**config.mk**
```make
export PLATFORM = sky130hd
export DESIGN_NAME = mio_access_unit
export DESIGN_NICKNAME = d
export VERILOG_FILES = /design/src/rtl/mio_access_unit.sv
export SDC_FILE = /design/constraint.sdc
export NUM_CORES = 1
export LEC_CHECK = 0
export CORE_ASPECT_RATIO = 1.5
export CORE_MARGIN = 4
export CORE_UTILIZATION = 41
export CTS_BUF_LIST = sky130_fd_sc_hd__clkbuf_8
export DETAILED_ROUTE_END_ITERATION = 12
export PLACE_DENSITY_LB_ADDON = 0.1
export SYNTH_ARGS = -nofsm -noshare
export SYNTH_HDL_FRONTEND = slang
export SYNTH_SLANG_ARGS = --single-unit
export TNS_END_PERCENT = 100
```
**constraint.sdc**
```tcl
create_clock -name clk -period 2.1 [get_ports clk]
set_input_delay 0.42 -clock clk [delete_from_list [all_inputs] [get_ports clk]]
set_output_delay 0.42 -clock clk [all_outputs]
set_load 0.05 [all_outputs]
```
**src/rtl/mio_access_unit.sv**
```systemverilog
// mio_access_unit: single-outstanding MIO bus access sequencer (IDLE -> ACCESS -> RESP).
// Define MIO_TIMEOUT_EN to enable the wait-state timeout counter and rsp_err reporting.
module mio_access_unit #(
    parameter int ADDR_W  = 32,
    parameter int DATA_W  = 32,
    parameter int TIMEOUT = 255
) (
    input  logic                clk,
    input  logic                reset,
    input  logic                req_valid,
    output logic                req_ready,
    input  logic                req_we,
    input  logic [ADDR_W-1:0]   req_addr,
    input  logic [DATA_W-1:0]   req_wdata,
    input  logic [DATA_W/8-1:0] req_be,
    output logic                rsp_valid,
    output logic [DATA_W-1:0]   rsp_rdata,
    output logic                rsp_err,
    output logic                CPU_MIO,
    output logic                mem_w,
    output logic [ADDR_W-1:0]   Addr_out,
    output logic [DATA_W-1:0]   Data_out,
    output logic [DATA_W/8-1:0] BE_out,
    input  logic                MIO_ready,
    input  logic [DATA_W-1:0]   Data_in,
    output logic                busy,
    output logic [1:0]          state
);

    localparam int BE_W = DATA_W / 8;

    typedef enum logic [1:0] {
        IDLE   = 2'd0,
        ACCESS = 2'd1,
        RESP   = 2'd2
    } state_t;

    state_t              state_q, state_d;
    logic                we_q;
    logic [ADDR_W-1:0]   addr_q;
    logic [DATA_W-1:0]   wdata_q;
    logic [BE_W-1:0]     be_q;
    logic [DATA_W-1:0]   rdata_q;
    logic                accept;
    logic                complete;
    logic                expired;

`ifdef MIO_TIMEOUT_EN
    localparam int               CNT_W   = $clog2(TIMEOUT + 1);
    localparam logic [CNT_W-1:0] CNT_MAX = CNT_W'(TIMEOUT);

    logic [CNT_W-1:0] cnt_q;
    logic             err_q;

    assign expired = (cnt_q == CNT_MAX);

    // Counter saturates at TIMEOUT so it can never wrap back below the limit.
    always_ff @(posedge clk or negedge reset) begin
        if (!reset) begin
            cnt_q <= '0;
        end else if (accept) begin
            cnt_q <= '0;
        end else if (state_q == ACCESS && !MIO_ready && !expired) begin
            cnt_q <= cnt_q + 1'b1;
        end
    end

    // Completion without MIO_ready can only be a timeout; ready wins a tie.
    always_ff @(posedge clk or negedge reset) begin
        if (!reset) begin
            err_q <= 1'b0;
        end else if (complete) begin
            err_q <= ~MIO_ready;
        end
    end

    assign rsp_err = err_q;
`else
    logic unused_timeout;

    assign unused_timeout = ^TIMEOUT;
    assign expired        = 1'b0;
    assign rsp_err        = 1'b0;
`endif

    always_comb begin
        state_d  = state_q;
        accept   = 1'b0;
        complete = 1'b0;
        case (state_q)
            IDLE: begin
                if (req_valid) begin
                    accept  = 1'b1;
                    state_d = ACCESS;
                end
            end
            ACCESS: begin
                if (MIO_ready || expired) begin
                    complete = 1'b1;
                    state_d  = RESP;
                end
            end
            RESP:    state_d = IDLE;
            default: state_d = IDLE;
        endcase
    end

    always_ff @(posedge clk or negedge reset) begin
        if (!reset) begin
            state_q <= IDLE;
        end else begin
            state_q <= state_d;
        end
    end

    always_ff @(posedge clk or negedge reset) begin
        if (!reset) begin
            we_q    <= 1'b0;
            addr_q  <= '0;
            wdata_q <= '0;
            be_q    <= '0;
        end else if (accept) begin
            we_q    <= req_we;
            addr_q  <= req_addr;
            wdata_q <= req_wdata;
            be_q    <= req_be;
        end
    end

    // Data_in is sampled only on the completing edge; writes and timeouts return 0.
    always_ff @(posedge clk or negedge reset) begin
        if (!reset) begin
            rdata_q <= '0;
        end else if (complete) begin
            rdata_q <= (we_q || !MIO_ready) ? '0 : Data_in;
        end
    end

    assign req_ready = (state_q == IDLE);
    assign CPU_MIO   = (state_q == ACCESS);
    assign mem_w     = (state_q == ACCESS) && we_q;
    assign rsp_valid = (state_q == RESP);
    assign busy      = (state_q != IDLE);
    assign state     = state_q;
    assign Addr_out  = addr_q;
    assign Data_out  = wdata_q;
    assign BE_out    = be_q;
    assign rsp_rdata = rdata_q;

endmodule

```
==> impl_metrics.yaml <==
grt:
  grt_max_degree: 70
  grt.busiest_layer: "met2"
  met1_usage: 0.1986
  grtUsageTotal: 0.1816
  grt_pass1_wl_um: 15850
  grt_use_met3: 0.06191
  antenna_found_initial: 0
  grt_pass1_vias: 3222
  grtUsageMet2: 0.3078
  overflow: 0
power:
  power.total_uw: 10940
  ir_drop_mv: 0.9743
  power.density_mw_per_mm2: 1671
  p_leak_uw: 0.002751
sta:
  fin_ws_ns: 0.1254
  finClkSkew_ns: 0.007378
  maxSlewViolCount: 0
  hold_violations: 0
  slew_headroom: 0.6277
  setup_viol: 0
  rsz0062_at_grt: "no"
  worst_pin_slew_ns: 0.5567
  post-route-period-util: 0.9403
  finalHoldWorstSlack_ns: 0.4918
  period_needed_ns: 1.975
  clock.fmax_ghz: 0.5064
placed_design:
  dp_slack_ns: 0.02550
  hpwl_um: 7944
  portBuffers: 211
  gp_congestion: 0.7499
synthesis:
  yosys.area.top_type: "dfrtp_1"
  synthTopCellsByCount: "dfrtp_1, mux2_2, nor2b_1"
  synth_edf_count: 0
  synth_area_leaders: "dfrtp_1, mux2_2, nor2b_1, mux2_1, buf_6"
  synthDistinctLibCells: 16
  syn_avg_cell_area_sq_um: 15.62
  ys.flop_type: "dfrtp_1"
  yosysMostFrequentCell: "dfrtp_1"
  netlist_area_sq_mm: 0.004091
  synthCells: 262
  synthArstFlopShare: 1.000
  ys_warn_count: 0
  synth_seq_cells: 103
  yosysTopAreaCellShare: 0.6300
  synth_fp_nets: 367
  synth-seq-area-share: 0.6300
floorplanning:
  coreArea_sq_mm: 0.009744
  fp.dieH_um: 130.3
  dieArea_sq_mm: 0.01167
  die_w_um: 89.57
  start_util: 0.4199
  io_pins: 213
  rows: 44
job:
  maxCapViolCount: 0
final_layout:
  drive_gt1_frac: 0.2386
  multi_input_area_sq_mm: 0.001414
  n_fill_cell: 765
  fin_nets: 582
  antenna_cells: 0
  seq_area_sq_mm: 0.002577
  area_growth_pct: 60.06
clock_network:
  htreeDepth: 3
  post-cts-setup-buffers: 0
  clkTransAtPathRegs_ns: 0.09
  cts_root_buffer: "clkbuf_8"
  cts_buffers: 9
  cts_sinks: 103
  cts_max_path_buffers: 2
  cts_tree: "built"
  insertion_delay_ns: 0.36
critical_path:
  cpMaxStageDelayCell: "clkdlybuf4s50_1"
  crit_fanout: 2
  arrival_ns: 1.55
  slowest_delay_ns: 0.83
  critical_path_buf_inv_count: 1
  path_delay_family: "buffers and inverters"
  r2r_setup_slack_ns: 0.43
  crit_type: "flop to output port"
  worstPathCellList: "clkdlybuf4s50_1"
  end_kind: "output port"
  start_kind: "flop"
  critPathRequiredTime_ns: 1.68
drt:
  vias_per_cell: 4.809
  vias: 2871
  ant_nets: 0
  remaining_drc_errors: 0
  wl_um: 10390
  drt_iter0_markers: 71
  dr.pass1.iters: 4
  wl_per_cell_um: 17.41
run_status:
  status: "finished clean"
min_path:
  hp-class: "flop to flop"
[layout make-up]
class / instances / share of cell area
Clock inverter: 6 / 0.008216
Timing Repair Buffer: 219 / 0.3387
Tap cell: 115 / 0.02197
Inverter: 1 / 0.0005732
Sequential cell: 103 / 0.3936
Multi-Input combinational cell: 143 / 0.2159
Clock buffer: 10 / 0.02102
[metrics by stage]
stage | cells | TNS, ns | utilization | area, sq um
2_1_floorplan | 262 | -0.1368 | - | 4096
3_3_place_gp | 580 | 0 | 0.6515 | 6349
3_5_place_dp | 580 | 0 | 0.6515 | 6349
4_1_cts | 597 | 0 | 0.6721 | 6549
5_1_grt | 597 | 0 | 0.6721 | 6549
6_report | 597 | 0 | 0.6721 | 6549
[layer usage]
layer | vias up | part of all wire
met5 | - | 0
met4 | 0 | 0.031
met3 | 20 | 0.090
met2 | 126 | 0.52
met1 | 1406 | 0.36
li1 | 1319 | -
[state kept, by name (all words and copies together) (netlist names)]
register / flops
we_q: 1
rsp_rdata: 32
state: 2
Addr_out: 32
BE_out: 4
Data_out: 32
[logic make-up (layout without fill, tap and decap cells)]
logic type	after synthesis	count (layout)	synth area share
mux	101	101	0.2780
buf+inv	16	236	0.02721
other cells	1	1	0.0009166
flops	103	103	0.6300
simple gates	40	40	0.06269
compound gates	1	1	0.001222
[worst paths after layout]
kind	startpoint	to	cells past startpoint
worst max-delay path	rsp_rdata[11]	rsp_rdata[11]	1
worst min-delay path	Addr_out[12]	Addr_out[12]	1
worst max register to register	state[0]	Data_out[6]	3
worst min register to register	Addr_out[12]	Addr_out[12]	1
max in group asynchronous	reset	Data_out[29]	3
min in group asynchronous	reset	rsp_rdata[18]	2
[cell usage in the layout (no fill, tap or decap), drive strengths merged, types with 2 or more instances in the layout]
cell / Yosys / final
inv: 1 / 4
clkdlybuf4s50: 0 / 203
mux2: 101 / 101
dfrtp: 103 / 103
nand2b: 2 / 2
nor2b: 34 / 34
clkbuf: 3 / 10
buf: 12 / 14
[report_power, final]
part / internal, uW / switching [uW]
registers: 2830 / 453
clock network: 570 / 634
logic: 2380 / 4080
total: 5770 / 5170
[repair_timing]
| item | CTS | global route |
|---|---|---|
| gates resized for setup | 1 | 0 |
| endpoints found under the hold margin | 23 | 0 |
| hold buffers | 1 | 0 |
| endpoints found under the setup margin | 1 | 0 |
Power figures use the tool's default switching activity.
